## src/rtl/uart_rx_datapath.sv

```systemverilog
// uart_rx_datapath: UART receive datapath.
// Synchronizes rx, detects and revalidates the start bit, samples each bit at
// mid-period from the bit-period count, checks parity and stop, and holds the
// received word in a one-entry buffer with a valid/read handshake.
// Frame: start(0), data MSB first, optional parity, stop(1).
// Optional feature: define UART_RX_MAJORITY_VOTE_EN for 2-of-3 sampling
// around each sample point (decision one cycle later, same targets).
module uart_rx_datapath #(
    parameter int SYNC_STAGES = 2,
    parameter int DIV_WIDTH   = 32
) (
    input  logic                 clk,
    input  logic                 rst_n,
    input  logic                 rx,
    input  logic [DIV_WIDTH-1:0] baud_div,
    input  logic [3:0]           data_bits,
    input  logic                 parity_en,
    input  logic                 odd_parity,
    input  logic                 rx_rd,
    output logic [7:0]           rx_data,
    output logic                 rx_valid,
    output logic                 parity_err,
    output logic                 frame_err,
    output logic                 overrun_err,
    output logic                 busy
);

    typedef enum logic [2:0] {IDLE, START, DATA, PARITY, STOP} state_t;

    state_t                 state, state_nxt;
    logic [SYNC_STAGES-1:0] sync_q;
    logic                   rxs, rxs_d1;
    logic [DIV_WIDTH-1:0]   bd_r, timer, target;
    logic [3:0]             nb_r, bit_cnt;
    logic                   pen_r, odd_r;
    logic [7:0]             sh;
    logic                   perr, ferr, done;
    logic                   cfg_ok, start_det, at_target;
    logic                   sample_now, bit_val;

    assign rxs = sync_q[SYNC_STAGES-1];

    // Configurations outside 5..8 data bits or below 4 clocks per bit are never started.
    assign cfg_ok    = (data_bits >= 4'd5) && (data_bits <= 4'd8) &&
                       (baud_div >= DIV_WIDTH'(4));
    assign start_det = (state == IDLE) && rxs_d1 && !rxs && cfg_ok;
    assign target    = (state == START) ? (bd_r >> 1) : (bd_r - DIV_WIDTH'(1));
    assign at_target = (state != IDLE) && (timer == target);

`ifdef UART_RX_MAJORITY_VOTE_EN
    // Voting decides one cycle after the target, so the timer restarts at 1
    // when leaving START to keep every later sample target where it was.
    localparam logic [DIV_WIDTH-1:0] TIMER_RESTART = DIV_WIDTH'(1);
    logic rxs_d2, pend;

    // Extra history tap and deferred-decision flag for the 2-of-3 vote.
    always_ff @(posedge clk) begin
        if (!rst_n) begin
            rxs_d2 <= 1'b1;
            pend   <= 1'b0;
        end else begin
            rxs_d2 <= rxs_d1;
            pend   <= at_target;
        end
    end

    assign sample_now = pend;
    assign bit_val    = (rxs_d2 & rxs_d1) | (rxs_d2 & rxs) | (rxs_d1 & rxs);
`else
    localparam logic [DIV_WIDTH-1:0] TIMER_RESTART = '0;
    assign sample_now = at_target;
    assign bit_val    = rxs;
`endif

    // Line synchronizer plus one delayed copy for falling-edge detection.
    always_ff @(posedge clk) begin
        if (!rst_n) begin
            sync_q <= '1;
            rxs_d1 <= 1'b1;
        end else begin
            sync_q <= {sync_q[SYNC_STAGES-2:0], rx};
            rxs_d1 <= rxs;
        end
    end

    // FSM state register.
    always_ff @(posedge clk) begin
        if (!rst_n) state <= IDLE;
        else        state <= state_nxt;
    end

    // FSM next-state logic.
    always_comb begin
        state_nxt = state;
        case (state)
            IDLE:    if (start_det) state_nxt = START;
            START:   if (sample_now) state_nxt = bit_val ? IDLE : DATA;
            DATA:    if (sample_now && (bit_cnt == nb_r - 4'd1))
                         state_nxt = pen_r ? PARITY : STOP;
            PARITY:  if (sample_now) state_nxt = STOP;
            STOP:    if (sample_now) state_nxt = IDLE;
            default: state_nxt = IDLE;
        endcase
    end

    // FSM outputs.
    always_comb begin
        busy = (state != IDLE);
    end

    // Bit timer, config latch, shift register and per-frame error capture.
    always_ff @(posedge clk) begin
        if (!rst_n) begin
            bd_r    <= '0;
            nb_r    <= '0;
            pen_r   <= 1'b0;
            odd_r   <= 1'b0;
            timer   <= '0;
            bit_cnt <= '0;
            sh      <= '0;
            perr    <= 1'b0;
            ferr    <= 1'b0;
            done    <= 1'b0;
        end else begin
            done <= 1'b0;
            case (state)
                IDLE: begin
                    timer <= '0;
                    if (start_det) begin
                        bd_r    <= baud_div;
                        nb_r    <= data_bits;
                        pen_r   <= parity_en;
                        odd_r   <= odd_parity;
                        bit_cnt <= '0;
                        sh      <= '0;
                        perr    <= 1'b0;
                        ferr    <= 1'b0;
                    end
                end
                START: begin
                    if (sample_now && !bit_val) timer <= TIMER_RESTART;
                    else                        timer <= timer + DIV_WIDTH'(1);
                end
                default: begin
                    if (timer == bd_r - DIV_WIDTH'(1)) timer <= '0;
                    else                                timer <= timer + DIV_WIDTH'(1);
                end
            endcase
            if (sample_now) begin
                case (state)
                    DATA: begin
                        sh      <= {sh[6:0], bit_val};
                        bit_cnt <= bit_cnt + 4'd1;
                    end
                    PARITY: perr <= (bit_val != ((^sh) ^ odd_r));
                    STOP: begin
                        ferr <= !bit_val;
                        done <= 1'b1;
                    end
                    default: ;
                endcase
            end
        end
    end

    // One-entry receive buffer: load on completion, drop with overrun when full.
    always_ff @(posedge clk) begin
        if (!rst_n) begin
            rx_data     <= '0;
            rx_valid    <= 1'b0;
            parity_err  <= 1'b0;
            frame_err   <= 1'b0;
            overrun_err <= 1'b0;
        end else begin
            overrun_err <= 1'b0;
            if (done && (!rx_valid || rx_rd)) begin
                rx_data    <= sh;
                parity_err <= perr;
                frame_err  <= ferr;
                rx_valid   <= 1'b1;
            end else if (done) begin
                overrun_err <= 1'b1;
            end else if (rx_rd && rx_valid) begin
                rx_valid   <= 1'b0;
                parity_err <= 1'b0;
                frame_err  <= 1'b0;
            end
        end
    end

endmodule

```

## config.mk

```make
export PLATFORM = sky130hd
export DESIGN_NAME = uart_rx_datapath
export DESIGN_NICKNAME = d
export VERILOG_FILES = /design/src/rtl/uart_rx_datapath.sv
export SDC_FILE = /design/constraint.sdc
export NUM_CORES = 1
export LEC_CHECK = 0
export ABC_CLOCK_PERIOD_IN_PS = 4000
export CORE_MARGIN = 5
export CORE_UTILIZATION = 39
export DETAILED_ROUTE_END_ITERATION = 8
export SYNTH_ARGS = -nofsm -noshare
export SYNTH_HDL_FRONTEND = slang
export SYNTH_SLANG_ARGS = --single-unit
```

## constraint.sdc

```tcl
create_clock -name clk -period 4 [get_ports clk]
set_input_delay 0.4 -clock clk [delete_from_list [all_inputs] [get_ports clk]]
set_output_delay 0.4 -clock clk [all_outputs]
set_load 0.02 [all_outputs]
```

### Yosys cells after proc, flatten, opt, wreduce, memory -nomap -nowiden

Index checks and enable logic that the tools add are counted.

* add/subtract/negate cells: 4
* $mul: 0
* div/mod/pow operators: 0
* order comparisons: 3
* equal/unequal tests: 14
* shift operators: 0
* mux-type cells: 35
* bitwise logic cells: 2
* reductions and logical operators: 22

Operator list (count)
* $mux 32: 3
* $eq 32x32->1: 2
* $pmux 32 s2: 1
* $add 32x1->32 const B: 1
* $ge 32x3->1 const B: 1
* $mux 8: 4
* $sub 32x1->32 const B: 1
* $mux 3: 6
* $mux 4: 4
* $mux 1: 15
* $pmux 3 s5: 1
* $logic_and 1x1->1: 10
* $ne 2x2->1 const B: 5
* $reduce_xor 8->1: 1
* $eq 3x2->1 const B: 2
* $reduce_and 2->1: 3
* $reduce_and 5->1: 1
* $add 4x1->4 const B: 1
* $eq 4x4->1: 1
* $ge 4x3->1 const B: 1
* $le 4x4->1 const B: 1
* $sub 4x1->4 const B: 1
* $eq 3x1->1 const B: 1
* $eq 3x3->1 const B: 1
* 11 further kinds: 12

* register bits after elaboration: 103
* bits in latches: 0
* RAM bits: 0
* memory bits (read-only): 0
* bits of input ports: 42
* output and inout bits: 13
* memories kept: 0

### Longest topological paths before layout

Gate-level depths: netlist (run 1).

* depth in word-level cells: 8
* depth in mapped cells: 14

### Worst setup path after synthesis (run 1)

Ideal clock, no wire load.

* kind: register -> register
* from: register bd_r[0]
* to: register bit_cnt[2]
* library setup time: 0.120 ns
* arrival: 3.184 ns
* required time: 3.880 ns
* setup slack: 0.696 ns
* stages on the path, launching flop included: 14
* period minus slack after synthesis: 3.304 ns
* cell sequence: dfxtp_1 -> inv_1 -> ha_1 -> clkbuf_1 -> nor3b_1 -> and4_1 -> nand4_1 -> xor2_1 -> a211o_1 -> nand4b_1 -> nor4_2 -> nand4_2 -> and3b_1 -> o31a_1

* cells in the longest elaborated chain, start to end: 5

Ends and longest elaborated chain
* start, declared: line 33 `logic [DIV_WIDTH-1:0] bd_r, timer, target;`
* start signal, assigned: line 130 `bd_r <= baud_div;`
* $sub 32x1->32: line 47 `assign target = (state == START) ? (bd_r >> 1) : (bd_r - DIV_WIDTH'(1));`
* $mux 32: line 47
* $eq 32x32->1: line 48 `assign at_target = (state != IDLE) && (timer == target);`
* $logic_and 1x1->1: line 48
* $mux 4: line 149 `if (sample_now) begin`
* end signal, assigned: line 153 `bit_cnt <= bit_cnt + 4'd1;`
* end, declared: line 34 `logic [3:0] nb_r, bit_cnt;`

No other way between the ends.
A chain may end at the register's enable or synchronous reset.

### Final worst setup path (run 1)

* from: register bd_r[10]
* to: register timer[10]

* cells in the longest elaborated chain, start to end: 7

Ends and longest elaborated chain
* $sub 32x1->32: line 47, 145
* $mux 32: line 47
* $eq 32x32->1: line 48
* $logic_and 1x1->1: line 48
* $logic_and 1x1->1: line 141 `if (sample_now && !bit_val) timer <= TIMER_RESTART;`
* $mux 32: line 141
* $pmux 32 s2 (*): line 126 `case (state)`
* end signal, assigned: line 142 `else timer <= timer + DIV_WIDTH'(1);`
* end signal, assigned: line 146 `else timer <= timer + DIV_WIDTH'(1);`
* end, declared: line 33

Mark *: on every way between the ends. The rest lies on a longest branch, timed or not.

==> impl_metrics.json, run 1 <==
{
  "drc": 0,
  "p_switching_mw": 0.672,
  "grtUsageTotal": 0.193,
  "ioPinCount": 55,
  "critPathCaptureType": "register",
  "finalHoldViolCount": 0,
  "clock-sinks": 103,
  "worstPathMaxFanout": 12,
  "drt_pass1_iterations": 5,
  "drtAntennaViolNets": 0,
  "synth_area_leaders": "dfxtp_1, mux2i_1, xnor2_1, xor2_1, nor2b_1",
  "die_x_um": 143,
  "synth_top_area_cell": "dfxtp_1",
  "synth-simple-area-share": 0.296,
  "yosysTopAreaCellShare": 0.298,
  "cts_setup_buffers": 0,
  "setup_violations": 0,
  "drive_gt1_frac": 0.0924,
  "wl_um": 19200,
  "p_clk_frac": 0.398,
  "gp_congestion": 0.958,
  "worst_pin_slew_ns": 0.990,
  "max_freq_mhz": 266,
  "antenna_found_initial": 0,
  "path_class": "reg2reg",
  "path_common_cell": "xnor2_1",
  "grt_pass1_vias": 5810,
  "synth_compound_area_frac": 0.102,
  "p_int_mw": 1.65,
  "cts_tree": "built",
  "synth_edf_count": 0,
  "start_util": 0.399,
  "crit_required_ns": 4.26,
  "clk_latency_ns": 0.37,
  "slew_viol_final": 0,
  "die_height_um": 143,
  "grt_pass1_wl_um": 31200,
  "yosysWarnings": 0,
  "finalCriticalPeriod_ns": 3.77,
  "maxCapViolations": 0,
  "wl_per_cell_um": 17.8,
  "coreArea_um2": 17400,
  "synth_mux_area_frac": 0.0855,
  "hold_class": "reg2reg",
  "max_stage_delay_ns": 0.64,
  "synth_flop_cell": "dfxtp_1",
  "synth_fa_ha_area_frac": 0.00723,
  "cts_buffer_depth": 2,
  "setup.worst_path.start_class": "register",
  "yosysUniqueCellTypes": 79,
  "first_iter_violations": 437,
  "tns_ns": 0,
  "avgViaCountPerCell": 5.52,
  "grt_overflow": 0,
  "skew_ns": 0.0102,
  "pwr-share-seq": 0.449,
  "arrival_ns": 4.02,
  "status": "completed",
  "cts-root-buf": "clkbuf_16",
  "num_rows": 48,
  "htreeDepth": 3,
  "dieArea_um2": 20500,
  "synthesis.nets": 866,
  "via_count": 5958,
  "path_cells": "or4_4, nor4_4, and2_1, xnor2_1, xnor2_1, or4_1, nor4_1, a41oi_1, o21ai_2, buf_4, nor2_1",
  "clk_pin_slew_worst_paths_ns": 0.08,
  "fin_crit_sh": 0.941,
  "ys_async_sr_fraction": 0,
  "critPathSlowestCell": "or4_4",
  "total_power_mw": 2.32,
  "synth_top_family_by_area": "simple AND/OR/NAND/NOR gates",
  "synth_xor_area_frac": 0.144,
  "area_growth_pct": 14.4,
  "ys_seq_area_frac": 0.298,
  "final_nets": 896,
  "cts_hold_buf": 0,
  "slew_headroom": 0.334,
  "power.leakage_nw": 2.84,
  "combinationalPowerShare": 0.153,
  "syn_inst": 820,
  "final_core_util": 0.456,
  "n_antenna_cell": 0,
  "numPortBuffers": 54,
  "rsz0062_at_grt": "no",
  "avgSynthCellArea_um2": 8.44,
  "grt_max_degree": 46,
  "cts_buffers": 9,
  "switching_share": 0.290,
  "power_density_nw_per_um2": 293,
  "synth_area_um2": 6920,
  "vdd.ir_drop.worst_v": 0.000196,
  "dp_hpwl_um": 14700,
  "yosys_register_bits": 103
}
-- cells in the final DEF (no fill, tap or decap), drive strengths merged, types with 23 or more instances in the layout --
| cell | n |
|---|---|
| buf | 30 |
| clkdlybuf4s50 | 53 |
| dfxtp | 103 |
| inv | 24 |
| mux2i | 58 |
| nand2 | 54 |
| nand3 | 39 |
| nand4 | 23 |
| nor2 | 64 |
| nor2b | 63 |
| nor4 | 25 |
| xnor2 | 65 |
| xor2 | 49 |
-- logic make-up after synthesis --
group,after synthesis
AND/OR/NAND/NOR,361
buffers and inverters,84
flip-flops,103
XOR/XNOR,114
AO/OA/AOI/OAI,95
multiplexers,59
adder cells (fa/ha/maj),4
-- state kept, by name, indices dropped and copies added (netlist names) --
name	flops
bd_r	32
bit_cnt	4
done	1
ferr	1
frame_err	1
nb_r	4
odd_r	1
overrun_err	1
parity_err	1
pen_r	1
perr	1
rx_data	8
rx_valid	1
rxs_d1	1
sh	8
state	3
sync_q	2
timer	32
-- cells in the mapped netlist (all sizes together) (3+ instances only) --
master	instances
xnor2	65
a31oi	5
nand3	39
nand2	54
nor3b	12
nor3	18
o211ai	7
inv	20
or2	5
nand3b	4
xor2	49
ha	4
a21oi	10
and2	5
o21ai	15
a211oi	6
a21boi	10
buf	19
and4	4
clkbuf	43
or4	12
nor4	25
nor2	64
nand4	23
o31a	4
dfxtp	103
mux2i	58
or3	7
nand2b	7
and3	10
o41ai	3
nor2b	63
o31ai	5
-- routing by layer --
metal / vias up / global-route usage / wire length, um
li1: 2942 / - / -
met1: 2829 / 0.264 / 9000
met2: 150 / 0.298 / 8580
met3: 37 / 0.0325 / 811
met4: 0 / 0.0862 / 783
met5: - / 0 / 0
-- critical path: cells and delay by family (launching register included) --
| kind | cells | cell delay (ns) |
|---|---|---|
| compound gates | 2 | 0.52 |
| flops | 1 | 0.43 |
| xor+xnor | 2 | 0.27 |
| simple gates | 6 | 2.22 |
| buf+inv | 1 | 0.21 |
-- through the flow --
step,worst slack [ns],cells,instance area (um^2),hold slack (ns)
finish,0.235,1080,7920,0.411
global route,0.0102,1080,7920,0.460
CTS,0.112,1080,7910,0.412
detailed placement,0.0299,1064,7590,0.393
global placement,0.0101,1064,7590,0.390
floorplan,0.696,820,6920,0.386
-- area by class of cell --
class	count	area [um^2]
timing repair buffer	83	766
inverter	20	75.1
clock buffer	9	225
fill	1716	9440
tap	225	282
sequential	103	2060
multi-input combinational	633	4420
clock inverter	7	85.1
-- final timing paths --
check | depth (start not counted) | endpoint | slack (ns) | from
worst max-delay path | 11 | timer[10] | 0.23 | bd_r[10]
worst min-delay path | 1 | sync_q[1] | 0.41 | sync_q[0]
worst max register to register | 11 | timer[10] | 0.23 | bd_r[10]
worst min register to register | 1 | sync_q[1] | 0.41 | sync_q[0]
-- power by group through the flow --
| stage | Combinational (mW) | Sequential [mW] | Clock, mW |
|---|---|---|---|
| after global routing | 0.383 | 1.04 | 0.984 |
| after floorplan | 0.237 | 1.06 | 0 |
| after CTS | 0.351 | 1.04 | 0.946 |
| final | 0.354 | 1.04 | 0.924 |
| after global placement | 0.349 | 1.07 | 0 |
| after detailed placement | 0.348 | 1.07 | 0 |
-- what timing repair did --
| item | CTS | global route |
|---|---|---|
| pin swaps | 0 | 2 |
| resized for setup | 1 | 2 |
| endpoints found under the setup margin | 1 | 35 |
Note: power is estimated with default switching activity, not from simulation.
==> run 2: changes to the inputs <==
--- a/config.mk
+++ b/config.mk
@@ -9,6 +9,7 @@
 export CORE_MARGIN = 5
 export CORE_UTILIZATION = 39
 export DETAILED_ROUTE_END_ITERATION = 8
+export PLACE_DENSITY = 0.66
 export SYNTH_ARGS = -nofsm -noshare
 export SYNTH_HDL_FRONTEND = slang
 export SYNTH_SLANG_ARGS = --single-unit
==> impl_metrics.json, run 2 (synthesis results as in run 1) <==
{
  "ioPinCount": 55,
  "final_core_util": 0.454,
  "cts_hold_buf": 0,
  "power_density_nw_per_um2": 292,
  "placed_area_um2": 7560,
  "coreArea_um2": 17400,
  "path_common_cell": "or4_1",
  "critPathSlowestCell": "or4_1",
  "die_x_um": 143,
  "post_layout_nonfiller_instances": 1076,
  "gp_congestion": 0.953,
  "drt_pass1_iterations": 5,
  "drc": 0,
  "drive_gt1_frac": 0.0858,
  "finalCriticalPeriod_ns": 3.70,
  "numPortBuffers": 54,
  "drtAntennaViolNets": 0,
  "setup.worst_path.start_class": "register",
  "n_antenna_cell": 0,
  "num_rows": 48,
  "grt_max_degree": 74,
  "max_freq_mhz": 270,
  "fin_crit_sh": 0.924,
  "setup_violations": 0,
  "grtUsageTotal": 0.184,
  "power.leakage_nw": 2.82,
  "finalHoldViolCount": 0,
  "final_common_cell": "dfxtp_1",
  "vdd.ir_drop.worst_v": 0.000204,
  "slew_viol_final": 0,
  "grt_pass1_vias": 5573,
  "first_iter_violations": 375,
  "start_util": 0.399,
  "via_count": 5906,
  "path_class": "reg2reg",
  "cts_buffers": 9,
  "nFillCells": 1659,
  "critPathCaptureType": "register",
  "avgViaCountPerCell": 5.49,
  "grt_pass1_wl_um": 30000,
  "die_height_um": 143,
  "wl_met2_um": 8290,
  "cts_buffer_depth": 2,
  "path_cells": "or4_1, nor4_4, nand2_1, xnor2_1, a21oi_1, or4_1, nor4_1, a41oi_1, o21ai_2, buf_4, nor2_1",
  "arrival_ns": 3.96,
  "dr_wl_met3_um": 1160,
  "worst_pin_slew_ns": 1.09,
  "dieArea_um2": 20500,
  "skew_ns": 0.0110,
  "clk_latency_ns": 0.37,
  "crit_required_ns": 4.26,
  "crit_family": "simple AND/OR/NAND/NOR gates",
  "clock-sinks": 103,
  "antenna_found_initial": 0,
  "worstPathMaxFanout": 9,
  "largest_registers": "bd_r: 32 flops, timer: 32 flops",
  "cts_resized": 0,
  "final_nets": 892,
  "max_stage_delay_ns": 0.63,
  "layout_common_cells": "dfxtp_1, xnor2_1, nor2_1, nor2b_1, mux2i_1",
  "path_buf_inv": 1,
  "dp_cells": 1060,
  "slew_headroom": 0.271,
  "clk_pin_slew_worst_paths_ns": 0.08,
  "topRoutingLayerUsed": "met4",
  "area_growth_pct": 13.7,
  "fin_area_um2": 7870,
  "wl_met1_um": 8480,
  "status": "completed",
  "htreeDepth": 3,
  "dp_hpwl_um": 14300,
  "grt_overflow": 0,
  "cts-root-buf": "clkbuf_16",
  "cts_setup_buffers": 0,
  "rsz0062_at_grt": "no",
  "wl_um": 18500,
  "maxCapViolations": 0,
  "cts_tree": "built",
  "tns_ns": 0,
  "wl_per_cell_um": 17.2,
  "hold_class": "reg2reg"
}
## run 2: where the power goes
group,internal (mW),switching [mW]
Clock,0.451,0.456
Sequential,1.03,0.0105
Combinational,0.164,0.183
## run 2: final cells by class
class | instances | area [um^2] | area share
Clock inverter | 7 | 85.1 | 0.0108
Timing Repair Buffer | 79 | 736 | 0.0935
Sequential cell | 103 | 2060 | 0.262
Tap cell | 225 | 282 | 0.0358
Inverter | 20 | 75.1 | 0.00954
Clock buffer | 9 | 225 | 0.0286
Multi-Input combinational cell | 633 | 4410 | 0.560
## run 2: routing by layer
layer / track usage / up-vias
met5: 0 / -
met4: 0.0664 / 0
met3: 0.0375 / 35
met2: 0.288 / 177
met1: 0.253 / 2769
li1: - / 2925
## run 2: worst paths after layout
| path | start | endpoint | slack, ns | cells after the start |
|---|---|---|---|---|
| setup / recovery | bd_r[12] | timer[14] | 0.30 | 11 |
| hold / removal | sync_q[0] | sync_q[1] | 0.41 | 1 |
| setup reg to reg | bd_r[12] | timer[14] | 0.30 | 11 |
| hold reg to reg | sync_q[0] | sync_q[1] | 0.41 | 1 |
## run 2: through the flow
| step | power [mW] | hold WS [ns] | worst slack [ns] |
|---|---|---|---|
| 6_report | 2.30 | 0.414 | 0.302 |
| 5_1_grt | 2.40 | 0.434 | 0.0468 |
| 4_1_cts | 2.32 | 0.414 | 0.339 |
| 3_5_place_dp | 1.41 | 0.395 | 0.362 |
| 3_3_place_gp | 1.41 | 0.393 | 0.425 |
| 2_1_floorplan | 1.30 | 0.386 | 0.696 |
==> run 3: changes to the inputs <==
--- a/config.mk
+++ b/config.mk
@@ -9,7 +9,8 @@
 export CORE_MARGIN = 5
 export CORE_UTILIZATION = 39
 export DETAILED_ROUTE_END_ITERATION = 8
-export PLACE_DENSITY = 0.66
+export DONT_BUFFER_PORTS = 1
+export PLACE_DENSITY = 0.62
 export SYNTH_ARGS = -nofsm -noshare
 export SYNTH_HDL_FRONTEND = slang
 export SYNTH_SLANG_ARGS = --single-unit
==> impl_metrics.json, run 3 (synthesis results as in run 1) <==
{
  "grt_overflow": 0,
  "layout_common_cells": "dfxtp_1, xnor2_1, nor2_1, nor2b_1, mux2i_1",
  "slew_headroom": 0.404,
  "final_core_util": 0.424,
  "drtAntennaViolNets": 0,
  "gp_congestion": 1.05,
  "maxCapViolations": 0,
  "die_x_um": 143,
  "wl_um": 18400,
  "htreeDepth": 3,
  "setup_violations": 0,
  "start_util": 0.399,
  "worstHoldEndpoint": "sync_q[1]",
  "path_class": "reg2reg",
  "whs_path_depth": 1,
  "tns_ns": 0,
  "cts_buffers": 9,
  "nFillCells": 1755,
  "worst_pin_slew_ns": 0.886,
  "critPathCaptureType": "register",
  "largest_registers": "bd_r: 32 flops, timer: 32 flops",
  "clk_latency_ns": 0.37,
  "finalHoldViolCount": 0,
  "fin_ws_ns": 0.229,
  "ioPinCount": 55,
  "n_antenna_cell": 0,
  "hold_class": "in2reg",
  "clock-sinks": 103,
  "dp_hpwl_um": 14100,
  "coreArea_um2": 17400,
  "drc": 0,
  "num_rows": 48,
  "cts_buffer_depth": 2,
  "holdCritStartpoint": "rst_n",
  "wl_per_cell_um": 18.0,
  "pre_cts_ws_ns": 0.217,
  "worstReg2RegEnd": "timer[27]",
  "finalCriticalPeriod_ns": 3.77,
  "grt_max_degree": 74,
  "rsz0062_at_grt": "no",
  "grt_pass1_vias": 5421,
  "cts-root-buf": "clkbuf_16",
  "cts_tree": "built",
  "fin_area_um2": 7350,
  "final_common_cell": "dfxtp_1",
  "slew_viol_final": 0,
  "cts_setup_buffers": 0,
  "setup.worst_path.start_class": "register",
  "arrival_ns": 4.03,
  "avgViaCountPerCell": 5.61,
  "drive_gt1_frac": 0.0928,
  "max_freq_mhz": 265,
  "placed_area_um2": 7030,
  "grt_pass1_wl_um": 29600,
  "power.leakage_nw": 2.63,
  "first_iter_violations": 445,
  "antenna_found_initial": 0,
  "regToRegStartpoint": "bd_r[6]",
  "skew_ns": 0.0152,
  "clk_pin_slew_worst_paths_ns": 0.08,
  "status": "completed",
  "numPortBuffers": 0,
  "rrSetupSlack_ns": 0.23,
  "final_nets": 838,
  "dp_cells": 1006,
  "crit_required_ns": 4.26,
  "post_layout_nonfiller_instances": 1022,
  "fin_crit_sh": 0.943,
  "dieArea_um2": 20500,
  "vdd.ir_drop.worst_v": 0.000225,
  "via_count": 5737,
  "power_density_nw_per_um2": 305,
  "grtUsageTotal": 0.183,
  "area_growth_pct": 6.24,
  "drt_pass1_iterations": 6,
  "die_height_um": 143,
  "r2r_cells": 10,
  "worstPathMaxFanout": 9
}
run 3: changes by cell type in the layout (fill, tap and decap cells not counted):
cell             delta
buf_2               -1
clkdlybuf4s50_1    -53
clkinv_8            +1
clkinvlp_4          -1
inv_12              +1
inv_6               +3
inv_8               -4
nor3b_1             -1
nor3b_2             +1
nor4_1              -1
nor4_2              +1
run 3: layout make-up:
cell class | count | area (um^2) | share of cell area
Multi-Input combinational cell | 633 | 4420 | 0.601
Sequential cell | 103 | 2060 | 0.280
Tap cell | 225 | 282 | 0.0383
Clock buffer | 9 | 225 | 0.0306
Timing Repair Buffer | 25 | 200 | 0.0272
Clock inverter | 7 | 91.3 | 0.0124
Inverter | 20 | 75.1 | 0.0102
run 3: worst max-delay path by stage:
stage	start	endpoint	slack (ns)	depth (start not counted)
6_report	bd_r[6]	timer[27]	0.23	10
5_1_grt	bd_r[6]	bit_cnt[2]	0.07	10
4_1_cts	bd_r[0]	bit_cnt[2]	0.21	12
3_5_place_dp	bd_r[0]	bit_cnt[2]	0.22	12
3_3_place_gp	bd_r[6]	timer[30]	0.27	11
2_1_floorplan	bd_r[0]	bit_cnt[2]	0.70	13
run 3: power by group:
| group | switching [mW] | internal [mW] |
|---|---|---|
| logic | 0.159 | 0.130 |
| registers | 0.0116 | 1.03 |
| clock network | 0.459 | 0.453 |
| total | 0.630 | 1.61 |
run 3: through the flow:
step / power (mW) / hold slack (ns)
2_1_floorplan: 1.30 / 0.386
3_3_place_gp: 1.35 / 0.395
4_1_cts: 2.27 / 0.0878
3_5_place_dp: 1.35 / 0.398
6_report: 2.24 / 0.0988
5_1_grt: 2.34 / 0.0954
run 3: worst max-delay path: stages, from the launching register on:
cell and delay, ns:
dfxtp_1 0.43, or4_4 0.64, nor4_1 0.42, xnor2_1 0.20
o21ai_0 0.21, or4_1 0.60, nor4_1 0.36, a41oi_1 0.20
o21ai_2 0.34, buf_4 0.22, nor2_1 0.05
run 3: timing repair:
item / CTS / global route
endpoints found under the setup margin: 0 / 49
gates resized for setup: 0 / 2
hold buffers: 0 / 0
run 3: per-layer routing:
layer	share of wire	track usage
met1	0.43	0.238
met2	0.46	0.287
met3	0.068	0.0429
met4	0.044	0.0857
met5	0	0
